[src/rtl/fetch_pkg.sv]
// Shared types and defaults for the prefetching fetch stage.
// A queue entry carries an instruction together with the PC it was fetched from.
package fetch_pkg;

   localparam int XLEN = 32;

   localparam logic [XLEN-1:0] NOP                = '0;
   localparam logic [XLEN-1:0] DEFAULT_RESET_PC   = 32'h0000_0000;
   localparam logic [XLEN-1:0] DEFAULT_EXC_VECTOR = 32'h8000_0180;

   typedef struct packed {
      logic [XLEN-1:0] pc;
      logic [XLEN-1:0] inst;
   } fetch_entry_t;

endpackage

[src/rtl/fetch_prefetch_unit_if.sv]
// Instruction-memory request/response bus plus the decode-side handshake.
// The master modport is the fetch unit's view; slave is the memory/decode side.
interface fetch_prefetch_unit_if #(
   parameter int XLEN = fetch_pkg::XLEN
);
   logic            imem_req;
   logic [XLEN-1:0] imem_addr;
   logic            imem_gnt;
   logic            imem_rvalid;
   logic [XLEN-1:0] imem_rdata;
   logic            if_valid;
   logic            if_ready;
   logic [XLEN-1:0] pc_out;
   logic [XLEN-1:0] inst_out;

   modport master (
      output imem_req, imem_addr, if_valid, pc_out, inst_out,
      input  imem_gnt, imem_rvalid, imem_rdata, if_ready
   );

   modport slave (
      input  imem_req, imem_addr, if_valid, pc_out, inst_out,
      output imem_gnt, imem_rvalid, imem_rdata, if_ready
   );
endinterface

[src/rtl/fetch_queue.sv]
// Show-ahead FIFO of fetched {pc, inst} entries; the head is readable combinationally.
// Flush wins over push; push and pop may coincide even when full.
module fetch_queue
   import fetch_pkg::*;
#(
   parameter int DEPTH = 4
) (
   input  logic                   clk,
   input  logic                   rst,
   input  logic                   push,
   input  fetch_entry_t           push_data,
   input  logic                   pop,
   input  logic                   flush,
   output fetch_entry_t           head,
   output logic [$clog2(DEPTH):0] occupancy,
   output logic                   empty,
   output logic                   full
);
   localparam int AW = $clog2(DEPTH);

   fetch_entry_t  mem [DEPTH];
   logic [AW-1:0] wr_ptr_reg;
   logic [AW-1:0] rd_ptr_reg;
   logic [AW:0]   count_reg;
   logic          push_ok;
   logic          pop_ok;

   assign empty     = (count_reg == '0);
   assign full      = (count_reg == (AW+1)'(DEPTH));
   assign push_ok   = push && (!full || pop);
   assign pop_ok    = pop && !empty;
   assign occupancy = count_reg;
   assign head      = mem[rd_ptr_reg];

   always_ff @(posedge clk) begin
      if (rst || flush) begin
         wr_ptr_reg <= '0;
         rd_ptr_reg <= '0;
         count_reg  <= '0;
      end else begin
         if (push_ok) wr_ptr_reg <= wr_ptr_reg + AW'(1);
         if (pop_ok)  rd_ptr_reg <= rd_ptr_reg + AW'(1);
         count_reg <= count_reg + (AW+1)'(push_ok) - (AW+1)'(pop_ok);
      end
   end

   // Storage has no reset: entries are only visible once counted in.
   always_ff @(posedge clk) begin
      if (push_ok && !flush && !rst) mem[wr_ptr_reg] <= push_data;
   end

endmodule

[src/rtl/fetch_prefetch_unit.sv]
// Prefetching IF stage: pipelined requests to a variable-latency instruction memory,
// buffered results to decode, and redirect handling that kills in-flight responses.
module fetch_prefetch_unit
   import fetch_pkg::*;
#(
   parameter int              XLEN            = fetch_pkg::XLEN,
   parameter int              DEPTH           = 4,
   parameter int              MAX_OUTSTANDING = 2,
   parameter logic [XLEN-1:0] RESET_PC        = DEFAULT_RESET_PC,
   parameter logic [XLEN-1:0] EXC_VECTOR      = DEFAULT_EXC_VECTOR
) (
   input  logic                  clk,
   input  logic                  rst,
   input  logic                  br,
   input  logic [XLEN-1:0]       pc_branch,
   input  logic                  except,
   fetch_prefetch_unit_if.master bus
);
   localparam int OW = $clog2(MAX_OUTSTANDING + 1);
   localparam int CW = $clog2(DEPTH) + 1;
   localparam int SW = CW + 1;

   logic [XLEN-1:0] fpc_reg;
   logic [XLEN-1:0] rpc_reg;
   logic [OW-1:0]   outstanding_reg;
   logic [OW-1:0]   outstanding_next;
   logic [OW-1:0]   kill_reg;
   logic [OW-1:0]   kill_next;

   logic            redirect;
   logic [XLEN-1:0] target;
   logic [SW-1:0]   reserved;
   logic            gnt_fire;
   logic            q_push;
   logic            q_pop;
   logic            q_empty;
   logic            q_full;
   logic [CW-1:0]   q_occupancy;
   fetch_entry_t    q_head;
   fetch_entry_t    q_push_data;

   assign redirect = except | br;
   assign target   = except ? EXC_VECTOR : pc_branch;

   // Queue slots are reserved at grant time, so a returning response always has room.
   assign reserved     = SW'(q_occupancy) + SW'(outstanding_reg);
   assign bus.imem_req = !rst && !redirect
                         && (reserved < SW'(DEPTH))
                         && (outstanding_reg < OW'(MAX_OUTSTANDING));
   assign bus.imem_addr = fpc_reg;
   assign gnt_fire      = bus.imem_req && bus.imem_gnt;

   assign q_push      = bus.imem_rvalid && (kill_reg == '0) && !redirect;
   assign q_push_data = '{pc: rpc_reg, inst: bus.imem_rdata};
   assign q_pop       = bus.if_valid && bus.if_ready;

   assign outstanding_next = outstanding_reg + OW'(gnt_fire) - OW'(bus.imem_rvalid);

   always_comb begin
      kill_next = kill_reg;
      if (redirect)
         kill_next = outstanding_next;
      else if (bus.imem_rvalid && (kill_reg != '0))
         kill_next = kill_reg - OW'(1);
   end

   always_ff @(posedge clk) begin
      if (rst) begin
         fpc_reg         <= RESET_PC;
         rpc_reg         <= RESET_PC;
         outstanding_reg <= '0;
         kill_reg        <= '0;
      end else begin
         outstanding_reg <= outstanding_next;
         kill_reg        <= kill_next;
         if (redirect) begin
            fpc_reg <= target;
            rpc_reg <= target;
         end else begin
            if (gnt_fire) fpc_reg <= fpc_reg + XLEN'(4);
            if (q_push)   rpc_reg <= rpc_reg + XLEN'(4);
         end
      end
   end

   fetch_queue #(
      .DEPTH(DEPTH)
   ) u_queue (
      .clk       (clk),
      .rst       (rst),
      .push      (q_push),
      .push_data (q_push_data),
      .pop       (q_pop),
      .flush     (redirect),
      .head      (q_head),
      .occupancy (q_occupancy),
      .empty     (q_empty),
      .full      (q_full)
   );

   assign bus.if_valid = !rst && !q_empty && !redirect;
   assign bus.pc_out   = q_empty ? NOP : q_head.pc;
   assign bus.inst_out = q_empty ? NOP : q_head.inst;

   a_rvalid_needs_request: assert property (@(posedge clk) disable iff (rst)
      bus.imem_rvalid |-> (outstanding_reg != '0));

   a_push_has_room: assert property (@(posedge clk) disable iff (rst)
      q_push |-> (!q_full || q_pop));

endmodule

[src/flat_wrapper.sv]
// flat-port wrapper written by rule: the top's interface ports become plain ports
module fetch_prefetch_unit_flat import fetch_pkg::*;
#(
   parameter int              XLEN            = fetch_pkg::XLEN,
   parameter int              DEPTH           = 4,
   parameter int              MAX_OUTSTANDING = 2,
   parameter logic [XLEN-1:0] RESET_PC        = DEFAULT_RESET_PC,
   parameter logic [XLEN-1:0] EXC_VECTOR      = DEFAULT_EXC_VECTOR
)
  (clk, rst, br, pc_branch, except, bus_imem_req, bus_imem_addr, bus_if_valid, bus_pc_out, bus_inst_out, bus_imem_gnt, bus_imem_rvalid, bus_imem_rdata, bus_if_ready);
  fetch_prefetch_unit_if #(.XLEN(XLEN)) bus_i ();
  input  logic clk;
  input  logic rst;
  input  logic br;
  input  logic [XLEN-1:0] pc_branch;
  input  logic except;
  output wire logic [$bits(bus_i.imem_req)-1:0] bus_imem_req;
  output wire logic [$bits(bus_i.imem_addr)-1:0] bus_imem_addr;
  output wire logic [$bits(bus_i.if_valid)-1:0] bus_if_valid;
  output wire logic [$bits(bus_i.pc_out)-1:0] bus_pc_out;
  output wire logic [$bits(bus_i.inst_out)-1:0] bus_inst_out;
  input wire logic [$bits(bus_i.imem_gnt)-1:0] bus_imem_gnt;
  input wire logic [$bits(bus_i.imem_rvalid)-1:0] bus_imem_rvalid;
  input wire logic [$bits(bus_i.imem_rdata)-1:0] bus_imem_rdata;
  input wire logic [$bits(bus_i.if_ready)-1:0] bus_if_ready;
  assign bus_imem_req = bus_i.imem_req;
  assign bus_imem_addr = bus_i.imem_addr;
  assign bus_if_valid = bus_i.if_valid;
  assign bus_pc_out = bus_i.pc_out;
  assign bus_inst_out = bus_i.inst_out;
  assign bus_i.imem_gnt = bus_imem_gnt;
  assign bus_i.imem_rvalid = bus_imem_rvalid;
  assign bus_i.imem_rdata = bus_imem_rdata;
  assign bus_i.if_ready = bus_if_ready;
  fetch_prefetch_unit #(.XLEN(XLEN), .DEPTH(DEPTH), .MAX_OUTSTANDING(MAX_OUTSTANDING), .RESET_PC(RESET_PC), .EXC_VECTOR(EXC_VECTOR)) u_core (.clk(clk), .rst(rst), .br(br), .pc_branch(pc_branch), .except(except), .bus(bus_i));
endmodule
[config.mk]
export PLATFORM = sky130hd
export DESIGN_NAME = fetch_prefetch_unit_flat
export DESIGN_NICKNAME = d
export VERILOG_FILES = /design/src/rtl/fetch_pkg.sv /design/src/rtl/fetch_prefetch_unit_if.sv /design/src/rtl/fetch_queue.sv /design/src/rtl/fetch_prefetch_unit.sv /design/src/flat_wrapper.sv
export SDC_FILE = /design/constraint.sdc
export NUM_CORES = 1
export LEC_CHECK = 0
export CAP_MARGIN = 30
export CORE_ASPECT_RATIO = 0.5
export CORE_MARGIN = 5
export CORE_UTILIZATION = 40
export DETAILED_ROUTE_END_ITERATION = 8
export PLACE_DENSITY = 0.63
export RECOVER_POWER = 50
export SLEW_MARGIN = 10
export SYNTH_ARGS = -nofsm -noshare
export SYNTH_HDL_FRONTEND = slang
export SYNTH_SLANG_ARGS = --single-unit
[constraint.sdc]
create_clock -name clk -period 8.4 [get_ports clk]
set_input_delay 2.52 -clock clk [delete_from_list [all_inputs] [get_ports clk]]
set_output_delay 2.52 -clock clk [all_outputs]
set_load 0.02 [all_outputs]
[Yosys cells after proc, flatten, opt, wreduce, memory -nomap -nowiden]
Memories as Yosys holds them, arrays and structs flattened. A register that Yosys moved wholly into a read port is not among the register bits.
Index checks and enable logic that the tools add are counted.
Word-level totals
  register bits after elaboration: 75
  memory bits (writable): 256
  bits of input ports: 71
  output and inout port bits: 98
  word-level logic and storage cells: 61
  memories: 1
Cells by class
  add/subtract/negate cells: 10
  order comparisons: 2
  eq/ne operators: 1
  mux-type cells: 13
  bitwise operators: 1
  reduce and logical (&&, ||, !) cells: 26
Memories
  u_core.u_queue.mem: words 4, bits a word 64, read ports 1, clocked after memory_dff 1, write ports 1, RTL line fetch_queue.sv:21  | fetch_entry_t mem [DEPTH];
Operators with widths (count)
  2-to-1 mux 32 bit: 7
  adder 32 x 3 -> 32 bit (second input constant): 2
  logical AND 1 bit: 14
  2-to-1 mux 2 bit: 4
  nonzero test 2 bit: 4
  adder 2 x 1 -> 2 bit (second input constant): 2
  adder 3 x 2 -> 4 bit: 1
  logical NOT 1 bit: 4
  < comparator 4 x 3 -> 1 bit (second input constant): 1
  adder 3 x 1 -> 3 bit: 1
  equality test 3 bit (second input constant): 1
  logical NOT 3 bit: 1
  subtractor 3 x 1 -> 3 bit: 1
  adder 2 x 1 -> 2 bit: 1
  logical NOT 2 bit: 1
  logical OR 1 bit: 2
  < comparator 2 bit (second input constant): 1
  2-to-1 mux 1 bit: 2
  subtractor 2 x 1 -> 2 bit: 1
  subtractor 2 x 1 -> 2 bit (second input constant): 1
  bitwise OR 1 bit: 1

[Depth between registers and ports, before layout]
Gate-level depths: netlist of the first run.
  word-level depth: 11
  gate-level depth with buffers: 12
  depth with buffers taken out: 11

[Modules after synthesis]
Synthesis of the first run repeated with hierarchy kept, for this count alone.
Unflattened totals
  cell total of the unflattened synthesis: 992
  area, all modules: 14256.2 um^2
Modules (own cells, without submodules)
  fetch_queue: instances 1, cells an instance 385, area an instance 9799.4 um^2, seq. area each 7867.5 um^2
  fetch_prefetch_unit: instances 1, cells an instance 607, area an instance 4456.8 um^2, seq. area each 1321.3 um^2

[Worst setup path before layout of the first run]
Ideal clock, no wire load.
  path kind: input-to-output
  start point: input port except
  end point: output port bus_imem_req
  arrival: 3.979 ns
  required time: 5.880 ns
  path slack: 1.901 ns
  stages: 5
  path buffers: 3
  cell sequence: clkbuf_1 or3_1 clkbuf_1 buf_1 nor3_1
Between the ends
  word-level cells in the longest chain between the ends: 5
RTL lines
  from (decl): RTL line flat_wrapper.sv:16  | input logic except;
  bitwise OR 1 bit: RTL line fetch_prefetch_unit.sv:42  | assign redirect = except | br;
  logical NOT 1 bit: RTL line fetch_prefetch_unit.sv:47  | assign bus.imem_req = !rst && !redirect
  logical AND 1 bit: RTL line fetch_prefetch_unit.sv:47
  logical AND 1 bit: RTL line fetch_prefetch_unit.sv:48  | && (reserved < SW'(DEPTH))
  logical AND 1 bit: RTL line fetch_prefetch_unit.sv:49  | && (outstanding_reg < OW'(MAX_OUTSTANDING));
  to (decl): RTL line flat_wrapper.sv:17  | output wire logic [$bits(bus_i.imem_req)-1:0] bus_imem_req;
No other way between the ends.

[Worst setup path after layout of the first run]
Same ends and word-level chain as after synthesis.

==> results of run 1 <==
-- synthesized netlist by cell type (9+ instances only) --
cell | instances | area [um2]
sky130_fd_sc_hd__and4_1 | 9 | 78.8
sky130_fd_sc_hd__clkbuf_1 | 44 | 165
sky130_fd_sc_hd__mux2i_1 | 12 | 120
sky130_fd_sc_hd__and3_1 | 13 | 81.3
sky130_fd_sc_hd__o21ai_0 | 29 | 145
sky130_fd_sc_hd__nor2_1 | 47 | 176
sky130_fd_sc_hd__edfxtp_1 | 256 | 7690
sky130_fd_sc_hd__ha_1 | 12 | 150
sky130_fd_sc_hd__a211oi_1 | 12 | 90.1
sky130_fd_sc_hd__o31ai_1 | 10 | 75.1
sky130_fd_sc_hd__and2_1 | 73 | 457
sky130_fd_sc_hd__nor3_1 | 15 | 75.1
sky130_fd_sc_hd__mux4_2 | 64 | 1440
sky130_fd_sc_hd__a21oi_1 | 54 | 270
sky130_fd_sc_hd__nand4_1 | 21 | 131
sky130_fd_sc_hd__inv_1 | 21 | 78.8
sky130_fd_sc_hd__nand3_1 | 33 | 165
sky130_fd_sc_hd__dfxtp_1 | 75 | 1500
sky130_fd_sc_hd__nand2_1 | 55 | 206
-- power by group --
part / switching, mW / internal, mW / leakage [nW]
combinational: 0.104 / 0.0742 / 2.26
clock: 0.589 / 0.933 / 0.551
sequential: 0.0231 / 1.77 / 2.93
total: 0.716 / 2.78 / 5.74
-- how the worst max path moves through the flow --
stage | cells after the start | startpoint | slack (ns) | end
floorplan | 5 | except | 1.90 | bus_imem_req
global placement | 4 | except | 1.39 | bus_imem_req
detailed placement | 4 | except | 1.43 | bus_imem_req
CTS | 4 | except | 1.43 | bus_imem_req
global route | 4 | except | 1.30 | bus_imem_req
finish | 4 | except | 1.35 | bus_imem_req
-- cell type report --
cell class                 instances  area share
multi-input combinational        574       0.264
inverter                          22     0.00473
clock inverter                    16      0.0148
tap                              475      0.0340
antenna                            1    0.000143
timing repair buffer             188       0.107
sequential                       331       0.527
clock buffer                      40      0.0492
-- routing by layer --
layer  track usage  up-vias  part of all wire
li1              -     4174                 -
met1         0.238     4565              0.43
met2         0.302      272              0.49
met3        0.0272       66             0.048
met4        0.0509        0             0.028
met5             0        -                 0
-- layout by cell type, fill, tap and decap left out, types with 15 or more instances in the layout --
cell type | synthesis | final
sky130_fd_sc_hd__dlygate4sd3_1 | 0 | 66
sky130_fd_sc_hd__and2_1 | 73 | 69
sky130_fd_sc_hd__clkbuf_16 | 0 | 31
sky130_fd_sc_hd__nand4_1 | 21 | 21
sky130_fd_sc_hd__o21ai_0 | 29 | 29
sky130_fd_sc_hd__a21oi_1 | 54 | 54
sky130_fd_sc_hd__dfxtp_1 | 75 | 73
sky130_fd_sc_hd__nand2_1 | 55 | 55
sky130_fd_sc_hd__edfxtp_1 | 256 | 256
sky130_fd_sc_hd__clkdlybuf4s50_1 | 0 | 102
sky130_fd_sc_hd__inv_1 | 21 | 21
sky130_fd_sc_hd__mux4_2 | 64 | 64
sky130_fd_sc_hd__nand3_1 | 33 | 33
sky130_fd_sc_hd__nor2_1 | 47 | 47
sky130_fd_sc_hd__nor3_1 | 15 | 15
-- kinds of logic after synthesis --
kind of cell / Yosys count / synth area share
mux: 76 / 0.111
simple gates: 305 / 0.117
xor+xnor: 14 / 0.00871
buf+inv: 78 / 0.0215
flops: 331 / 0.652
compound gates: 166 / 0.0774
fa+ha+maj: 13 / 0.0121
-- critical path, delay by kind of cell --
family / cells / cell delay [ns]
and+or+nand+nor: 2 / 0.75
buffers and inverters: 2 / 1.26
==> results.txt, run 1 <==
----------------------------------------------------
[Run status]
  Status ... complete, but fails checks
  Violations in the final reports ... capacitance limit, slew limit

[Clock tree]
  Number of H-tree levels ... 1
  Clock tree from TritonCTS ... done
  Clock transition at the registers of the reported paths ... 0.07 ns
  Num CTS Buffers ... 30
  Clock latency of the later-clocked register in the worst-skew pair ... approximately 0.56 ns
  Post-CTS setup repair buffer count ... 0
  Sink count of the clock tree ... 331
  CTS hold repair buffers ... 0
  Clock root cell ... sky130_fd_sc_hd__clkbuf_16
  Clock tree buffer depth ... 3
  Number of gates resized after cts ... 0

[Critical path]
  Required time at the worst-slack endpoint ... 5.88 ns
  Source of the worst register-to-register timing path ... u_core.kill_reg[0]$_SDFFE_PP0P_
  Worst-path cell chain ... dlygate4sd3_1, or3_1, nor3_1, clkdlybuf4s50_1
  Critical path arrival ... around 4.5 ns
  Maximum net fanout on the critical path ... 9
  Worst r2r dst ... u_core.u_queue.mem[2][34]$_DFFE_PP_
  Capturing element type of the critical path ... output port
  Cell depth of the worst flop-to-flop path ... 7
  Worst setup path category ... in2out
  CP peak stage delay ... roughly 0.63 ns
  Startpoint type of the worst setup path ... input port
  Worst-path cell with the longest stage delay ... sky130_fd_sc_hd__dlygate4sd3_1
  R2R Setup Slk ... 4.96 ns

[Layout]
  Flip-flop count of the largest register, all copies and words added ... 256
  Final instance area ... 17500 um2
  Final-stage net count ... roughly 1200
  Fraction of the core area covered by cells at the end of the flow ... 0.505
  Fraction of final layout cells with drive strength greater than 1 ... 0.128
  Filler cell count ... ~3000
  FF+latch area ... just over 9000 um2
  Final std cells w/o fill ... 1647
  Area Overhead vs Synth ... 24.0%
  Multi-input gate area ... 4600 um2

[Route]
  Count of antenna-violating nets left after detailed routing ... 0
  Detailed-route wire length ... 35.0 mm
  Post-detailed-route DRC marker count ... 0
  Vias after detailed routing ... 9077
  DR pass1 iterations ... 6
  Average via count per standard cell ... ~5.5
  Detail-routed net length per standard cell ... 21.3 um
  Iter 0 DRT Violations ... 1044

[Hold path]
  Worst hold-check path type ... reg2reg
  Min-Delay Startpoint ... u_core.bus.imem_addr[0]$_SDFFE_PP0P_
  Worst hold path stage count ... 0
  Endpoint, Worst Hold ... u_core.u_queue.mem[2][32]$_DFFE_PP_

[GRT]
  Total track usage ... 0.177
  Overall overflow remaining after global route ... 0
  First-pass GRT wire length ... ~54 mm
  Antenna violations before repair ... 1
  Via count of the first global-routing pass ... just over 9000
  Pin count of the biggest net entering global routing ... 68

[Floorplan]
  Effective utilization at floorplan ... 0.407
  Row count ... 48
  Vert. Die Dim ... 143 um
  DIE AREA ... 39300 um2
  Floorplan core area ... 34600 um2
  I/O pin cnt ... approximately 170
  Horizontal die dimension ... roughly 280 um

[Synthesis]
  Synth unique cells ... 61
  Synth Instances ... around 980
  Netlist area before placement ... 14100 um2
  Post-synthesis sequential area ratio ... 0.652
  Top_reg_cell synth ... sky130_fd_sc_hd__edfxtp_1
  Number of enable-type register cells in the synthesized netlist ... between 200 and 300
  Total number of yosys warnings ... 0
  Number of nets in the synthesized netlist ... ~1100
  Mean area per synthesized cell ... 14.3 um2
  Yosys reg bits ... 331
  FFs w/ async S/R, synth ... 0

[STA]
  Share of the clock period used by the worst path after layout ... 0.840
  RSZ-0062 raised after global routing ... false
  Top achievable clock speed ... 142 MHz
  Worst hold margin ... 0.532 ns
  Worst-Margin Slew ... ~2.4 ns
  Max Transition Viols Final ... 47
  Final-report hold violation count ... 0
  Fin Setup TNS ... 0 ns
  Largest clock skew in the final design ... between 0.01 and 0.015 ns
  Final critical-path required period ... roughly 7.1 ns
  Final critical-path setup slack ... 1.35 ns
  Relative slew slack ... -0.601
  Setup-failing EPs final ... 0

[Placement]
  Placed cell area ... 16300 um2
  Number of buffers added on ports ... about 170
  Pre-CTS worst setup slack ... 1.43 ns
  Cell count after placement ... 1588
  Half-perimeter wire length after placement ... 22.9 mm
  Final GP Congestion ... between 0.8 and 0.9

[Run]
  Reported max-cap violation count ... 1

[Power]
  Worst vdd rail ir drop ... a little over 0.0001 V
  Power Dens Cells ... 200 nW/um2
  Final Total Pwr ... 3.50 mW
  Pleak ... 5.74 nW

----------------------------------------------------
No activity file was read; power rests on OpenSTA's default activity.
==> run 2, diff against run 1 <==
==> constraint.sdc (replaced) <==
create_clock -name clk -period 6.6 [get_ports clk]
set_input_delay 1.98 -clock clk [delete_from_list [all_inputs] [get_ports clk]]
set_output_delay 1.98 -clock clk [all_outputs]
set_load 0.02 [all_outputs]
==> run 2 against run 1 <==
The run still ends with capacitance limit, slew limit left. Largest cell class unchanged. Count of clock-buffer cells in the layout increased by 2. Sequential cell count stayed put. Utilization is 0.058 points higher. Highest routed layer unchanged.
==> results.txt, run 2 (synthesized netlist as in run 1, its figures left out) <==
----------------------------------------------------
[GRT]
  Pin count of the biggest net entering global routing ... between 60 and 70
  Antenna violations before repair ... 1
  Total track usage ... 0.178
  First-pass GRT wire length ... 55.0 mm
  Via count of the first global-routing pass ... 9508
  Overall overflow remaining after global route ... 0

[STA]
  Largest clock skew in the final design ... 0.0165 ns
  RSZ-0062 raised after global routing ... false
  Share of the clock period used by the worst path after layout ... 0.891
  Final-report hold violation count ... 0
  Max Transition Viols Final ... 71
  Top achievable clock speed ... approximately 170 MHz
  Setup-failing EPs final ... 0
  Fin Setup TNS ... 0 ns
  Worst-Margin Slew ... 2.33 ns
  Final critical-path setup slack ... 0.720 ns
  Worst hold margin ... 0.529 ns
  Relative slew slack ... -0.553
  Final critical-path required period ... 5.88 ns

[Placement]
  Number of buffers added on ports ... between 150 and 200
  Pre-CTS worst setup slack ... 0.814 ns
  Final GP Congestion ... 0.867
  Half-perimeter wire length after placement ... around 23 mm

[Route]
  Count of antenna-violating nets left after detailed routing ... 0
  Average via count per standard cell ... 5.61
  Post-detailed-route DRC marker count ... 0
  Detail-routed net length per standard cell ... roughly 21 um
  Iter 0 DRT Violations ... 902
  DR pass1 iterations ... 5
  Vias after detailed routing ... 9273
  Detailed-route wire length ... 35.3 mm

[Power]
  Power Dens Cells ... 253 nW/um2
  Worst vdd rail ir drop ... ~0.00019 V
  Pleak ... about 5.8 nW

[Clock tree]
  Sink count of the clock tree ... 331
  Clock tree from TritonCTS ... done
  Clock latency of the later-clocked register in the worst-skew pair ... 0.56 ns
  Clock root cell ... sky130_fd_sc_hd__clkbuf_16
  Number of gates resized after cts ... 0
  Post-CTS setup repair buffer count ... 0
  Number of H-tree levels ... 1
  Clock tree buffer depth ... 3
  Num CTS Buffers ... 31
  CTS hold repair buffers ... 0
  Clock transition at the registers of the reported paths ... 0.06 ns

[Critical path]
  CP peak stage delay ... 0.65 ns
  Startpoint type of the worst setup path ... input port
  Cell depth of the worst flop-to-flop path ... 7
  Worst-path cell chain ... dlygate4sd3_1, or3_1, nor3_1, clkdlybuf4s50_1
  Capturing element type of the critical path ... output port
  R2R Setup Slk ... 3.50 ns
  Critical path arrival ... between 3 and 4 ns
  Maximum net fanout on the critical path ... 3
  Worst-path cell with the longest stage delay ... sky130_fd_sc_hd__dlygate4sd3_1
  Worst setup path category ... in2out
  Source of the worst register-to-register timing path ... u_core.kill_reg[0]$_SDFFE_PP0P_
  Termination of the worst setup path ... bus_imem_req
  Required time at the worst-slack endpoint ... 4.62 ns
  Worst r2r dst ... u_core.u_queue.mem[0][24]$_DFFE_PP_
  Critical Path Start ... except

[Floorplan]
  Effective utilization at floorplan ... 0.407
  Vert. Die Dim ... 143 um
  Row count ... 48
  Floorplan core area ... 34600 um2
  DIE AREA ... 39300 um2
  Horizontal die dimension ... 275 um
  I/O pin cnt ... 169

[Layout]
  Most frequent cells in the layout ... 256 x sky130_fd_sc_hd__edfxtp_1, 102 x sky130_fd_sc_hd__clkdlybuf4s50_1, 73 x sky130_fd_sc_hd__dfxtp_1, 69 x sky130_fd_sc_hd__and2_1, 66 x sky130_fd_sc_hd__dlygate4sd3_1
  Final-stage net count ... 1235
  Leading cell type in the layout, fill and taps excluded ... sky130_fd_sc_hd__edfxtp_1
  Filler cell count ... 2968
  Flip-flop count of the largest register, all copies and words added ... 256
  Area Overhead vs Synth ... 24.1%
  Fraction of final layout cells with drive strength greater than 1 ... 0.133

[Run]
  Reported max-cap violation count ... 2

[Run status]
  Violations in the final reports ... capacitance limit, slew limit
  Status ... complete, but fails checks

[Hold path]
  Worst hold-check path type ... reg2reg

----------------------------------------------------
-- run 2: cell count changes in the layout (fill, tap and decap cells not counted), moves of 2 or more --
| cell | change |
|---|---|
| sky130_fd_sc_hd__clkinv_2 | +4 |
| sky130_fd_sc_hd__clkbuf_8 | +3 |
| sky130_fd_sc_hd__clkinv_1 | -3 |
| sky130_fd_sc_hd__buf_16 | -2 |
| sky130_fd_sc_hd__buf_12 | +4 |
| sky130_fd_sc_hd__bufinv_16 | -2 |
-- run 2: routing by layer --
metal	vias up	wire length, um	global-route usage
met5	-	0	0
met4	0	1100	0.0602
met3	69	1980	0.0319
met2	335	17400	0.301
met1	4682	14800	0.236
li1	4187	-	-
-- run 2: how the worst min path moves through the flow --
stage | cells after the start | from | endpoint | slack [ns]
2_1_floorplan | 0 | u_core.rpc_reg[17]$_SDFFE_PP0P_ | u_core.u_queue.mem[0][49]$_DFFE_PP_ | 0.46
3_3_place_gp | 2 | u_core.bus.imem_addr[25]$_SDFFE_PP0P_ | u_core.bus.imem_addr[25]$_SDFFE_PP0P_ | 0.51
4_1_cts | 2 | u_core.u_queue.rd_ptr_reg[1]$_SDFFE_PP0P_ | register | 0.53
6_report | 2 | u_core.u_queue.rd_ptr_reg[1]$_SDFFE_PP0P_ | register | 0.53
3_5_place_dp | 2 | u_core.u_queue.rd_ptr_reg[1]$_SDFFE_PP0P_ | register | 0.52
5_1_grt | 2 | u_core.u_queue.rd_ptr_reg[1]$_SDFFE_PP0P_ | register | 0.54
-- run 2: cell type report --
type | instances | area, um2 | area share
clock buffer | 42 | 897 | 0.0513
multi-input combinational | 574 | 4600 | 0.263
clock inverter | 16 | 215 | 0.0123
sequential | 331 | 9190 | 0.526
timing repair buffer | 191 | 1900 | 0.109
antenna | 1 | 2.50 | 0.000143
inverter | 22 | 82.6 | 0.00472
tap | 475 | 594 | 0.0340
-- run 2: per-stage QoR --
stage                      util  power, mW  std cells  instance area [um2]
after floorplan               -       2.44        983                14100
after global placement    0.472       2.56       1589                16300
after detailed placement  0.473       2.57       1591                16400
after CTS                 0.505       4.47       1649                17500
after global routing      0.505       4.59       1652                17500
final                     0.505       4.42       1652                17500
-- run 2: worst max-delay path: cells and delay by family --
kind | cells | cell delay (ns)
AND/OR/NAND/NOR | 2 | 0.64
buffers and inverters | 2 | 1.28
-- run 2: power by group --
part	switching (mW)	internal (mW)
Sequential	0.0298	2.26
Clock	0.758	1.15
Combinational	0.134	0.0957
Total	0.921	3.50
